$ cat src/rtl/wave_ctrl_pkg.sv
// Shared constants and types for the wave_ctrl block: parameter defaults,
// the debounce state encoding and the step clamp limits.
package wave_ctrl_pkg;

  localparam int DEF_NCH      = 2;
  localparam int DEF_PHASE_W  = 32;
  localparam int DEF_AMP_W    = 8;
  localparam int DEF_STEP_DEF = 10000;
  localparam int DEF_STEP_INC = 1000;
  localparam int DEF_FINE_INC = 100;
  localparam int DEF_DEB_CYC  = 16;
  localparam int DEF_AMP_SLEW = 1;

  // Clamp limits for the base step and the final output step
  localparam int DEF_STEP_MIN = 1000;
  localparam int DEF_STEP_MAX = 1000000;

  typedef enum logic {
    STABLE   = 1'b0,
    COUNTING = 1'b1
  } deb_state_e;

endpackage

$ cat src/rtl/wave_ctrl_btn_debounce.sv
// Button conditioner: 2-FF synchroniser, stability-count debouncer and
// rising-edge detector producing a single-cycle press pulse.
module btn_debounce
  import wave_ctrl_pkg::*;
#(
  parameter int DEB_CYC = DEF_DEB_CYC
) (
  input  logic clk,
  input  logic reset,
  input  logic btn_i,
  output logic press_o
);

  localparam int CNT_W = $clog2(DEB_CYC + 1);
  localparam logic [CNT_W-1:0] CNT_LAST = CNT_W'(DEB_CYC - 1);

  logic             sync1_q, sync2_q;
  deb_state_e       state_q, state_d;
  logic [CNT_W-1:0] cnt_q, cnt_d;
  logic             level_q, level_d;
  logic             press_q;

  always_ff @(posedge clk or posedge reset) begin
    if (reset) begin
      sync1_q <= 1'b0;
      sync2_q <= 1'b0;
      state_q <= STABLE;
      cnt_q   <= '0;
      level_q <= 1'b0;
      press_q <= 1'b0;
    end else begin
      sync1_q <= btn_i;
      sync2_q <= sync1_q;
      state_q <= state_d;
      cnt_q   <= cnt_d;
      level_q <= level_d;
      press_q <= level_d & ~level_q;
    end
  end

  // The cycle that enters COUNTING is the first differing cycle, so it counts as 1
  always_comb begin
    state_d = state_q;
    cnt_d   = cnt_q;
    level_d = level_q;
    case (state_q)
      STABLE: begin
        if (sync2_q != level_q) begin
          state_d = COUNTING;
          cnt_d   = CNT_W'(1);
        end
      end
      COUNTING: begin
        if (sync2_q == level_q) begin
          state_d = STABLE;
          cnt_d   = '0;
        end else if (cnt_q == CNT_LAST) begin
          level_d = sync2_q;
          state_d = STABLE;
          cnt_d   = '0;
        end else begin
          cnt_d = cnt_q + 1'b1;
        end
      end
      default: begin
        state_d = STABLE;
        cnt_d   = '0;
      end
    endcase
  end

  assign press_o = press_q;

endmodule

$ cat src/rtl/wave_ctrl.sv
// Multi-channel waveform controller: buttons nudge the selected channel's base
// step, switches set its fine step and amplitude target, amplitude slews.
module wave_ctrl
  import wave_ctrl_pkg::*;
#(
  parameter int NCH      = DEF_NCH,
  parameter int PHASE_W  = DEF_PHASE_W,
  parameter int AMP_W    = DEF_AMP_W,
  parameter int STEP_DEF = DEF_STEP_DEF,
  parameter int STEP_INC = DEF_STEP_INC,
  parameter int STEP_MIN = DEF_STEP_MIN,
  parameter int STEP_MAX = DEF_STEP_MAX,
  parameter int FINE_INC = DEF_FINE_INC,
  parameter int DEB_CYC  = DEF_DEB_CYC,
  parameter int AMP_SLEW = DEF_AMP_SLEW
) (
  input  logic                                 clk,
  input  logic                                 reset,
  input  logic [3:0]                           switches,
  input  logic                                 button_freq_inc,
  input  logic                                 button_freq_dec,
  input  logic [((NCH > 1) ? $clog2(NCH) : 1)-1:0] ch_sel,
  output logic [NCH*PHASE_W-1:0]               phase_step,
  output logic [NCH*AMP_W-1:0]                 amplitude,
  output logic [NCH-1:0]                       update
);

  localparam int CH_W = (NCH > 1) ? $clog2(NCH) : 1;
  localparam int PW   = PHASE_W;
  localparam int AW   = AMP_W;

  localparam logic [PW-1:0] STEP_DEF_N = PW'(STEP_DEF);
  localparam logic [PW-1:0] STEP_MIN_N = PW'(STEP_MIN);
  localparam logic [PW-1:0] STEP_MAX_N = PW'(STEP_MAX);
  localparam logic [PW-1:0] STEP_INC_N = PW'(STEP_INC);
  localparam logic [PW:0]   STEP_INC_W = (PW+1)'(STEP_INC);
  localparam logic [PW:0]   STEP_MAX_W = (PW+1)'(STEP_MAX);
  localparam logic [PW:0]   FINE_INC_W = (PW+1)'(FINE_INC);
  localparam logic [PW:0]   DEC_FLOOR_W = (PW+1)'(STEP_MIN + STEP_INC);
  localparam logic [AW-1:0] SLEW_N     = AW'(AMP_SLEW);

  logic incPress, decPress;
  logic incOnly, decOnly;
  logic selValid;

  btn_debounce #(.DEB_CYC(DEB_CYC)) u_deb_inc (
    .clk     (clk),
    .reset   (reset),
    .btn_i   (button_freq_inc),
    .press_o (incPress)
  );

  btn_debounce #(.DEB_CYC(DEB_CYC)) u_deb_dec (
    .clk     (clk),
    .reset   (reset),
    .btn_i   (button_freq_dec),
    .press_o (decPress)
  );

  // Simultaneous inc and dec presses cancel out
  assign incOnly  = incPress & ~decPress;
  assign decOnly  = decPress & ~incPress;
  assign selValid = (int'(ch_sel) < NCH);

  for (genvar k = 0; k < NCH; k++) begin : g_ch
    logic          sel;
    logic [PW-1:0] base_q, base_d;
    logic [PW-1:0] phase_q, phase_d;
    logic [3:0]    fine_q, fine_d;
    logic [AW-1:0] tgt_q, tgt_d;
    logic [AW-1:0] amp_q, amp_d;
    logic [AW-1:0] gap;
    logic          upd_q, upd_d;
    logic [PW:0]   baseUp;
    logic [PW:0]   stepSum;

    assign sel = selValid && (ch_sel == CH_W'(k));

    // Sums are taken one bit wider so the clamps see the true value, never a wrap
    always_comb begin
      base_d  = base_q;
      fine_d  = fine_q;
      tgt_d   = tgt_q;
      gap     = '0;
      amp_d   = amp_q;
      baseUp  = {1'b0, base_q} + STEP_INC_W;
      if (sel) begin
        fine_d = switches;
        tgt_d  = (switches == 4'd0) ? '1 : (AW'(switches) << (AMP_W - 4));
        if (incOnly) begin
          base_d = (baseUp > STEP_MAX_W) ? STEP_MAX_N : baseUp[PW-1:0];
        end else if (decOnly) begin
          base_d = ({1'b0, base_q} < DEC_FLOOR_W) ? STEP_MIN_N : (base_q - STEP_INC_N);
        end
      end

      stepSum = {1'b0, base_q} + ((PW+1)'(fine_q) * FINE_INC_W);
      phase_d = (stepSum > STEP_MAX_W) ? STEP_MAX_N : stepSum[PW-1:0];

      if (tgt_q > amp_q) begin
        gap   = tgt_q - amp_q;
        amp_d = amp_q + ((gap > SLEW_N) ? SLEW_N : gap);
      end else if (tgt_q < amp_q) begin
        gap   = amp_q - tgt_q;
        amp_d = amp_q - ((gap > SLEW_N) ? SLEW_N : gap);
      end

      upd_d = (phase_d != phase_q) || (amp_d != amp_q);
    end

    always_ff @(posedge clk or posedge reset) begin
      if (reset) begin
        base_q  <= STEP_DEF_N;
        phase_q <= STEP_DEF_N;
        fine_q  <= '0;
        tgt_q   <= '1;
        amp_q   <= '1;
        upd_q   <= 1'b0;
      end else begin
        base_q  <= base_d;
        phase_q <= phase_d;
        fine_q  <= fine_d;
        tgt_q   <= tgt_d;
        amp_q   <= amp_d;
        upd_q   <= upd_d;
      end
    end

    assign phase_step[k*PW +: PW] = phase_q;
    assign amplitude[k*AW +: AW]  = amp_q;
    assign update[k]              = upd_q;
  end

endmodule

$ cat config.mk
export PLATFORM = sky130hd
export DESIGN_NAME = wave_ctrl
export DESIGN_NICKNAME = d
export VERILOG_FILES = /design/src/rtl/wave_ctrl_pkg.sv /design/src/rtl/wave_ctrl_btn_debounce.sv /design/src/rtl/wave_ctrl.sv
export SDC_FILE = /design/constraint.sdc
export NUM_CORES = 1
export LEC_CHECK = 0
export BUFFER_PORTS_ARGS = -buffer_cell sky130_fd_sc_hd__buf_2
export CAP_MARGIN = 10
export CORE_MARGIN = 2
export CORE_UTILIZATION = 68
export DETAILED_ROUTE_END_ITERATION = 6
export PLACE_DENSITY = 0.92
export SYNTH_ARGS = -nofsm -noshare
export SYNTH_HDL_FRONTEND = slang
export SYNTH_SLANG_ARGS = --single-unit
$ cat constraint.sdc
create_clock -name clk -period 14.3 [get_ports clk]
set_input_delay 2.145 -clock clk [delete_from_list [all_inputs] [get_ports clk]]
set_output_delay 2.145 -clock clk [all_outputs]
set_load 0.02 [all_outputs]
==> results_dict.tcl, run 1 <==
set metrics [dict create \
    synthCells 1899 \
    numCtsBuffers 17 \
    gp_congestion 0.933 \
    async_reset_ff_frac 1.00 \
    tightest_slew_ps 1210 \
    die-area_um2 23900 \
    post_cts_buffers 0 \
    hold_slack_ps 355 \
    dr.first_iter.drc_count 1865 \
    ys_ff_latch 176 \
    postSynthAreaPerCell_um2 8.13 \
    grt_max_degree 114 \
    synth_edf_count 0 \
    overflow 0 \
    finalHoldViolations 0 \
    fin_nets 2062 \
    coreArea_um2 22400 \
    r2r_cells 15 \
    cp.required_ps 14630 \
    p_clk_frac 0.191 \
    combPwrFrac 0.540 \
    fin_util 0.740 \
    route.vias.total 15400 \
    fin_setup_tns_ps 0 \
    antenna_found_initial 0 \
    dp.cells 2214 \
    switching_share 0.457 \
    power_switching_uw 1170 \
    p_seq_frac 0.269 \
    cp-end-kind "flip-flop" \
    clockBufferDepth 2 \
    rows 55 \
    drv_cap 0 \
    post-route-drc-count 9 \
    die_w_um 155 \
    synth_fa_ha_area_frac 0.0900 \
    synth.top_cell.area_share 0.211 \
    root_buffer "clkbuf_16" \
    synthFlopType "dfrtp_1" \
    viasPerCell 6.87 \
    io_pins 91 \
    synth_xor_area_frac 0.0650 \
    hp-class "reg -> reg" \
    grt_pass1_vias 14600 \
    n_antenna_cell 0 \
    grt_pass1_wl_mm 69.3 \
    ys_types 99 \
    cts_sinks 176 \
    start_util 0.688 \
    crit_type "reg -> reg" \
    synth_area_leaders "dfrtp_1, dfstp_2, ha_1" \
    cts_tree "built" \
    cpPeakStageDelay_ps 960 \
    grt.total_usage 0.344 \
    hold_buffers 0 \
    synth_compound_area_frac 0.244 \
    clkLatencyLatePin_ps 450 \
    powerDensity_nw_per_um2 154 \
    arrival_ps 6260 \
    ir_drop_mv 0.0941 \
    worstPathMaxFanout 25 \
    synthSimpleGateAreaFrac 0.237 \
    crit_path_cell_trace "ha_1 -> ha_1 -> fa_1 -> ha_1 -> and3_1 -> a221oi_4 -> o21ai_2 -> a311o_1 -> and3_4 -> nor4_4 -> nand2_2 -> o21ai_0 -> o2111ai_1 -> or4_1 -> a2111o_1" \
    hpwl_mm 29.0 \
    fillers 1575 \
    portBuffers 90 \
    layout.cells.non_filler 2246 \
    drt_first_pass_iters 7 \
    rsz0062_at_grt "false" \
    chipHeight_um 155 \
    violations "DRC" \
    wirelength_mm 41.4 \
    path_clk_slew_ps 80 \
    critPathSlowestCell "nor4_4" \
    ys_seq_area_frac 0.289 \
    cts_resized 0 \
    finalSetupViolations 0 \
    fin_crit_sh 0.415 \
    min_path_cells 0 \
    p_leak_uw 0.00707 \
    drive_gt1_frac 0.123 \
    outcome "finished with violations" \
    syn_to_final_growth_pct 7.54 \
    syn_area_um2 15400 \
    slew_headroom 0.175 \
    drt-wirelength-per-cell_um 18.4 \
    finalMaxSlewViolations 0 \
    startpoint_type "flip-flop" \
    postRouteAntennaNets 0 \
    cts-htree-levels 4 \
    yosys.area.top_type "dfrtp_1" \
    crit_path_frequent_cell "ha_1" \
    min_period_ps 5930 \
    synth_warnings 0 \
    synth_top_family_by_area "compound AO/OA/AOI/OAI gates" \
    fin_skew_ps 11.1 \
    synthMuxAreaShare 0.0229 \
    clock.fmax_mhz 169 \
    internal-power_uw 1390 \
]
==> cells in the mapped netlist, drive strengths merged (11+ instances only) <==
library cell	count
a21oi	129
mux2	16
o31ai	17
or3	25
nand2	173
nor2	156
nand4	33
mux2i	15
a221oi	12
clkbuf	85
nand2b	14
ha	95
dfrtp	130
inv	77
and2	19
nor4	34
xnor2	66
xor2	46
o21a	14
o22ai	13
o21ai	137
and3	29
a211oi	15
nor3b	17
nand3	66
buf	35
or2	19
o311ai	11
nor2b	20
dfstp	46
nor3	64
a21o	36
or4	13
a31oi	29
o211ai	19
==> kinds of logic after synthesis <==
logic type | count (synthesis)
DFF | 176
other | 2
AOI/OAI and AO/OA | 558
buffers and inverters | 198
and+or+nand+nor | 715
muxes | 32
adders and majority gates | 105
xor gates and xnor gates | 113
==> cell usage in the layout, fill, tap and decap left out, types with 33 or more instances in the layout <==
master / instances
nand2_1: 172
nor2_1: 156
o21ai_0: 130
dfrtp_1: 130
a21oi_1: 129
ha_1: 95
buf_2: 90
inv_1: 76
xnor2_1: 66
nand3_1: 65
nor3_1: 64
conb_1: 54
xor2_1: 46
dfstp_2: 46
a21o_1: 35
nand4_1: 33
==> power groups by stage <==
stage,Sequential [uW],Combinational [uW],Clock [uW]
final,690,1380,490
after global routing,699,1510,509
after CTS,686,1350,490
after detailed placement,694,1320,0
after global placement,690,1270,0
after floorplan,713,1010,0
==> per-stage QoR <==
step	total power [uW]	worst slack (ps)	instance area [um2]
global placement	1960	8730	16000
CTS	2530	8410	16600
finish	2560	8370	16600
global route	2710	8020	16600
floorplan	1720	7460	15600
detailed placement	2020	8430	16000
==> area by class of cell <==
| type | count | area (um2) | area share |
|---|---|---|---|
| clock inverters | 14 | 169 | 0.0102 |
| multi-input cells | 1577 | 10400 | 0.624 |
| clock buffers | 18 | 439 | 0.0265 |
| repair buffers | 98 | 510 | 0.0308 |
| inverters | 78 | 298 | 0.0179 |
| well taps | 285 | 357 | 0.0215 |
| flip-flops and latches | 176 | 4460 | 0.269 |
==> flip-flops by register name, indices dropped and copies added (netlist names), 2 cells and up <==
register         count
g_ch.upd_q           2
g_ch.amp_q          16
u_deb_inc.cnt_q      5
u_deb_dec.cnt_q      5
g_ch.tgt_q          10
g_ch.base_q         58
g_ch.phase_q        62
g_ch.fine_q          8
==> per-layer routing <==
metal / GRT usage / vias up / wire length (um)
met5: 0 / - / 0
met4: 0.140 / 0 / 1280
met3: 0.0460 / 153 / 3210
met2: 0.586 / 834 / 20100
met1: 0.446 / 7365 / 16800
li1: - / 7076 / -
==> final timing paths <==
path / from / endpoint / slack [ps]
worst max-delay path: g_ch[0].fine_q[0]$_DFFE_PP0N_ / g_ch[0].upd_q$_DFF_PP0_ / 8370
worst min-delay path: u_deb_inc.sync1_q$_DFF_PP0_ / u_deb_inc.sync2_q$_DFF_PP0_ / 360
worst max register to register: g_ch[0].fine_q[0]$_DFFE_PP0N_ / g_ch[0].upd_q$_DFF_PP0_ / 8370
worst min register to register: u_deb_inc.sync1_q$_DFF_PP0_ / u_deb_inc.sync2_q$_DFF_PP0_ / 360
max in group asynchronous: reset / g_ch[0].base_q[14]$_DFFE_PP0P_ / 10950
min in group asynchronous: reset / g_ch[1].fine_q[1]$_DFFE_PP0P_ / 1970
==> worst max-delay path, delay by kind of cell, from the launching register on <==
kind | cells | cell delay [ps]
simple gates | 5 | 2200
flops | 1 | 450
fa+ha+maj | 4 | 1390
compound gates | 6 | 1780
(Power assumes the default switching activity.)
==> run 2: changes to the inputs <==
--- a/config.mk
+++ b/config.mk
@@ -8,9 +8,9 @@
 export BUFFER_PORTS_ARGS = -buffer_cell sky130_fd_sc_hd__buf_2
 export CAP_MARGIN = 10
 export CORE_MARGIN = 2
-export CORE_UTILIZATION = 68
+export CORE_UTILIZATION = 63
 export DETAILED_ROUTE_END_ITERATION = 6
-export PLACE_DENSITY = 0.92
+export PLACE_DENSITY = 0.86
 export SYNTH_ARGS = -nofsm -noshare
 export SYNTH_HDL_FRONTEND = slang
 export SYNTH_SLANG_ARGS = --single-unit
==> constraint.sdc (replaced) <==
create_clock -name clk -period 5.6 [get_ports clk]
set_input_delay 0.84 -clock clk [delete_from_list [all_inputs] [get_ports clk]]
set_output_delay 0.84 -clock clk [all_outputs]
set_load 0.02 [all_outputs]
==> run 2 against run 1 <==
The run still ends with DRC left; final area up 1.7%; worst hold slack worse by 4.5 ps; core utilization down 4.1 points; die area up 7.7%; critical path type unchanged; largest cell class unchanged.
==> results_dict.tcl, run 2 (same netlist as run 1, synthesis figures left out) <==
set metrics [dict create \
    place_ws_ps 147 \
    hold_start "u_deb_dec.sync1_q$_DFF_PP0_" \
    hpwl_mm 29.6 \
    n_antenna_cell 0 \
    post-route-drc-count 1 \
    portBuffers 90 \
    die_w_um 161 \
    p_leak_uw 0.00719 \
    root_buffer "clkbuf_16" \
    layout_commonest_cell "nand2_1" \
    ir_drop_mv 0.264 \
    fin_nets 2088 \
    cts-htree-levels 4 \
    fin_setup_tns_ps 0 \
    p_total_uw 6560 \
    fillers 1932 \
    die-area_um2 25800 \
    grt_pass1_wl_mm 67.7 \
    path_clk_slew_ps 80 \
    chipHeight_um 161 \
    crit_family "simple AND/OR/NAND/NOR gates" \
    drt-wirelength-per-cell_um 17.9 \
    violations "DRC" \
    io_pins 91 \
    grt_pass1_vias 13900 \
    clockBufferDepth 2 \
    drt_first_pass_iters 7 \
    start_util 0.638 \
    finalMaxSlewViolations 0 \
    cp-end-kind "flip-flop" \
    syn_to_final_growth_pct 9.40 \
    top_regs "g_ch.phase_q x62, g_ch.base_q x58, g_ch.amp_q x16" \
    register_area_um2 4460 \
    hp-class "reg -> reg" \
    crit_path_frequent_cell "ha_1" \
    coreArea_um2 24200 \
    cp.required_ps 5930 \
    crit_path_cell_trace "ha_1 -> ha_1 -> fa_1 -> xor2_1 -> ha_2 -> nand2_1 -> o211ai_1 -> o2111ai_2 -> mux2i_1 -> nand4_1 -> nor4_4 -> buf_6 -> a21oi_1 -> a211o_1 -> nand4bb_1 -> or4_1 -> a2111o_1" \
    route.vias.total 15100 \
    outcome "finished with violations" \
    worst-path-buf-inv 1 \
    tightest_slew_ps 1080 \
    postRouteAntennaNets 0 \
    critPathSlowestCell "nor4_4" \
    gp_congestion 0.927 \
    rows 57 \
    slew_headroom 0.261 \
    finalWorstSetupSlack_ps 192 \
    numCtsBuffers 17 \
    fin_skew_ps 13.6 \
    r2r_cells 17 \
    arrival_ps 5740 \
    clock.fmax_mhz 185 \
    antenna_found_initial 0 \
    r2r-start "g_ch[0].fine_q[0]$_DFFE_PP0N_" \
    cts_tree "built" \
    startpoint_type "flip-flop" \
    reg2reg_to "g_ch[0].upd_q$_DFF_PP0_" \
    grt_max_degree 177 \
    fin_util 0.698 \
    min_path_cells 0 \
    hold_path_end "u_deb_dec.sync2_q$_DFF_PP0_" \
    drive_gt1_frac 0.141 \
    finalHoldViolations 0 \
    fin_crit_sh 0.966 \
    overflow 0 \
    powerDensity_nw_per_um2 388 \
    min_period_ps 5410 \
    clkLatencyLatePin_ps 450 \
    crit_type "reg -> reg" \
    viasPerCell 6.53 \
    cpPeakStageDelay_ps 600 \
    cts_sinks 176 \
    largest_reg_flops 62 \
    reg2reg_slack_ps 190 \
    wirelength_mm 41.4 \
    worstPathMaxFanout 9 \
    grt.total_usage 0.313 \
    dr.first_iter.drc_count 1871 \
    layout_common_cells "nand2_1, nor2_1, o21ai_0, dfrtp_1, a21oi_1" \
    drv_cap 0 \
    hold_buffers 0 \
    multi_input_area_um2 10400 \
    top_register "g_ch.phase_q" \
    finalSetupViolations 0 \
]
-- run 2: power breakdown --
| group | switching [uW] | internal [uW] |
|---|---|---|
| sequential | 222 | 1490 |
| combinational | 2170 | 1480 |
| clock | 587 | 604 |
| total | 2980 | 3580 |
-- run 2: cell type report --
class                      count  area share
clock buffer                  18      0.0260
clock inverter                14     0.00823
inverter                      78      0.0176
multi-input combinational   1577       0.617
sequential                   176       0.264
tap                          324      0.0240
timing repair buffer         124      0.0428
-- run 2: layer usage --
metal / vias up / global-route usage / share of wire
met1: 7208 / 0.427 / 0.43
met4: 0 / 0.114 / 0.026
met2: 652 / 0.520 / 0.48
li1: 7126 / - / -
met3: 95 / 0.0313 / 0.060
met5: - / 0 / 0
-- run 2: worst max path at each step --
stage	startpoint	to	slack (ps)	depth (start not counted)
final	g_ch[0].fine_q[0]$_DFFE_PP0N_	g_ch[0].upd_q$_DFF_PP0_	190	17
after global routing	g_ch[0].fine_q[0]$_DFFE_PP0N_	g_ch[0].upd_q$_DFF_PP0_	-50	17
after CTS	g_ch[1].fine_q[0]$_DFFE_PP0P_	g_ch[1].upd_q$_DFF_PP0_	130	17
after detailed placement	g_ch[1].fine_q[0]$_DFFE_PP0P_	g_ch[1].upd_q$_DFF_PP0_	150	17
after global placement	g_ch[1].fine_q[0]$_DFFE_PP0P_	g_ch[1].upd_q$_DFF_PP0_	330	17
after floorplan	reset	g_ch[0].base_q[11]$_DFFE_PP0P_	60	1
-- run 2: metrics by stage --
stage	area, um2	hold WS, ps	std cells
6_report	16900	351	2311
5_1_grt	16900	366	2311
2_1_floorplan	15600	331	1951
3_5_place_dp	16200	335	2271
3_3_place_gp	16200	336	2271
4_1_cts	16800	351	2303
-- run 2: timing repair --
action,in CTS,in global routing
setup buffers,0,8
setup endpoints to repair,0,2
resized for setup,0,16
==> run 3: changes to the inputs <==
--- a/config.mk
+++ b/config.mk
@@ -10,6 +10,7 @@
 export CORE_MARGIN = 2
 export CORE_UTILIZATION = 63
 export DETAILED_ROUTE_END_ITERATION = 6
+export MAX_ROUTING_LAYER = met4
 export PLACE_DENSITY = 0.86
 export SYNTH_ARGS = -nofsm -noshare
 export SYNTH_HDL_FRONTEND = slang
==> run 3 against run 2 <==
Critical endpoint unchanged; die area unchanged; largest cell class unchanged; worst hold slack improved by 2.1 ps; final cell count increased by 0.13%; the flow now finishes without violations; sequential power about the same; maximum frequency increased by 1.4%; final area about the same; sequential share of layout area about the same; combinational power about the same; clock-buffer cell count unchanged.
==> results_dict.tcl, run 3 (same netlist as run 1, synthesis figures left out) <==
set metrics [dict create \
    drive_gt1_frac 0.139 \
    fin_setup_tns_ps 0 \
    n_antenna_cell 0 \
    ir_drop_mv 0.234 \
    fin_nets 2091 \
    fin_util 0.698 \
    grt.total_usage 0.325 \
    hpwl_mm 29.7 \
    power_switching_uw 3010 \
    cp.required_ps 5930 \
    r2r-start "g_ch[0].fine_q[0]$_DFFE_PP0N_" \
    top_register "g_ch.phase_q" \
    hp-class "reg -> reg" \
    reg2reg_to "g_ch[0].upd_q$_DFF_PP0_" \
    crit_type "reg -> reg" \
    io_pins 91 \
    postRouteAntennaNets 0 \
    min_period_ps 5330 \
    viasPerCell 6.59 \
    root_buffer "clkbuf_16" \
    numCtsBuffers 17 \
    powerDensity_nw_per_um2 388 \
    outcome "finished, final reports clean" \
    cts_sinks 176 \
    worstSetupStartpoint "g_ch[0].fine_q[0]$_DFFE_PP0N_" \
    drt_first_pass_iters 6 \
    layout_commonest_cell "nand2_1" \
    crit_path_end "g_ch[0].upd_q$_DFF_PP0_" \
    grt_pass1_vias 14400 \
    fillers 1912 \
    finalSetupViolations 0 \
    drt-wirelength-per-cell_um 18.0 \
    r2r_cells 18 \
    arrival_ps 5660 \
    finalMaxSlewViolations 0 \
    slew_headroom 0.211 \
    reg2reg_slack_ps 270 \
    grt_pass1_wl_mm 68.3 \
    cp-end-kind "flip-flop" \
    antenna_found_initial 0 \
    largest_reg_flops 62 \
    chipHeight_um 161 \
    dr.first_iter.drc_count 1873 \
    p_seq_frac 0.263 \
    coreArea_um2 24200 \
    syn_to_final_growth_pct 9.39 \
    placedInstanceArea_um2 16200 \
    tightest_slew_ps 1150 \
    start_util 0.638 \
    p_leak_uw 0.00719 \
    switching_share 0.459 \
    drv_cap 0 \
    die_w_um 161 \
    post-route-drc-count 0 \
    gp_congestion 0.970 \
    grt_max_degree 143 \
    rows 57 \
    wirelength_mm 41.7 \
    finalHoldViolations 0 \
    clock.fmax_mhz 187 \
    fin_area_um2 16900 \
    top_regs "g_ch.phase_q x62, g_ch.base_q x58, g_ch.amp_q x16" \
    route.vias.total 15300 \
    finalWorstSetupSlack_ps 265 \
    startpoint_type "flip-flop" \
    clockBufferDepth 2 \
    cts-htree-levels 4 \
    hold_buffers 0 \
    path_clk_slew_ps 70 \
    layout_common_cells "nand2_1, nor2_1, o21ai_0, dfrtp_1, a21oi_1" \
    fin_skew_ps 14.4 \
    clkLatencyLatePin_ps 450 \
    combPwrFrac 0.554 \
    cts_tree "built" \
    internal-power_uw 3550 \
    die-area_um2 25800 \
    fin_crit_sh 0.953 \
    portBuffers 90 \
    p_clk_frac 0.182 \
    place_ws_ps 164 \
    overflow 0 \
    worstPathMaxFanout 6 \
]
==> run 3: repair_timing <==
item	CTS	global route
hold endpoints to repair	0	0
resized for setup	0	10
endpoints found under the setup margin	0	2
buffers inserted	0	8
==> run 3: through the flow <==
step / hold slack (ps) / total power [uW] / std cells
final: 353 / 6560 / 2314
after detailed placement: 340 / 5230 / 2272
after floorplan: 331 / 4390 / 1951
after CTS: 356 / 6450 / 2304
after global placement: 334 / 5120 / 2272
after global routing: 358 / 6990 / 2314
==> run 3: layout make-up <==
type,instances,area (um2),share of cell area
clock buffer,18,429,0.0254
inverter,78,298,0.0176
timing repair buffer,125,726,0.0430
multi-input combinational,1579,10400,0.618
tap,324,405,0.0240
sequential,176,4460,0.264
clock inverter,14,135,0.00800
==> run 3: worst min path at each step <==
stage	cells after the start	end	slack (ps)	startpoint
after floorplan	0	u_deb_dec.sync2_q$_DFF_PP0_	330	u_deb_dec.sync1_q$_DFF_PP0_
after global placement	0	u_deb_inc.sync2_q$_DFF_PP0_	330	u_deb_inc.sync1_q$_DFF_PP0_
after detailed placement	0	u_deb_dec.sync2_q$_DFF_PP0_	340	u_deb_dec.sync1_q$_DFF_PP0_
after CTS	0	u_deb_dec.sync2_q$_DFF_PP0_	360	u_deb_dec.sync1_q$_DFF_PP0_
after global routing	0	u_deb_inc.sync2_q$_DFF_PP0_	360	u_deb_inc.sync1_q$_DFF_PP0_
final	0	u_deb_dec.sync2_q$_DFF_PP0_	350	u_deb_dec.sync1_q$_DFF_PP0_
==> run 3: power by group through the flow <==
stage	clock (uW)	sequential, uW	combinational [uW]
2_1_floorplan	0	1820	2570
3_3_place_gp	0	1730	3390
3_5_place_dp	0	1740	3490
4_1_cts	1200	1720	3530
5_1_grt	1250	1750	3990
6_report	1200	1730	3630
==> run 3: worst max-delay path, stage by stage, from the launching register on <==
cell       delay [ps]
dfrtp_1           430
ha_1              320
ha_1              230
fa_1              410
a31oi_1           180
xnor2_1            90
ha_1              340
o21ai_0           140
a2111oi_0         420
o21ai_1           190
xnor2_2           230
a211oi_2          310
o211ai_1          290
buf_4             210
a311o_1           300
o21ai_0            90
o2111ai_1         150
or4_1             530
a2111o_1          340
==> run 3: metal layers <==
layer / track usage / up-vias / part of all wire
met1: 0.417 / 7241 / 0.42
met4: 0.124 / 0 / 0.030
met2: 0.524 / 748 / 0.48
met3: 0.0447 / 137 / 0.071
met5: - / - / 0
li1: - / 7124 / -
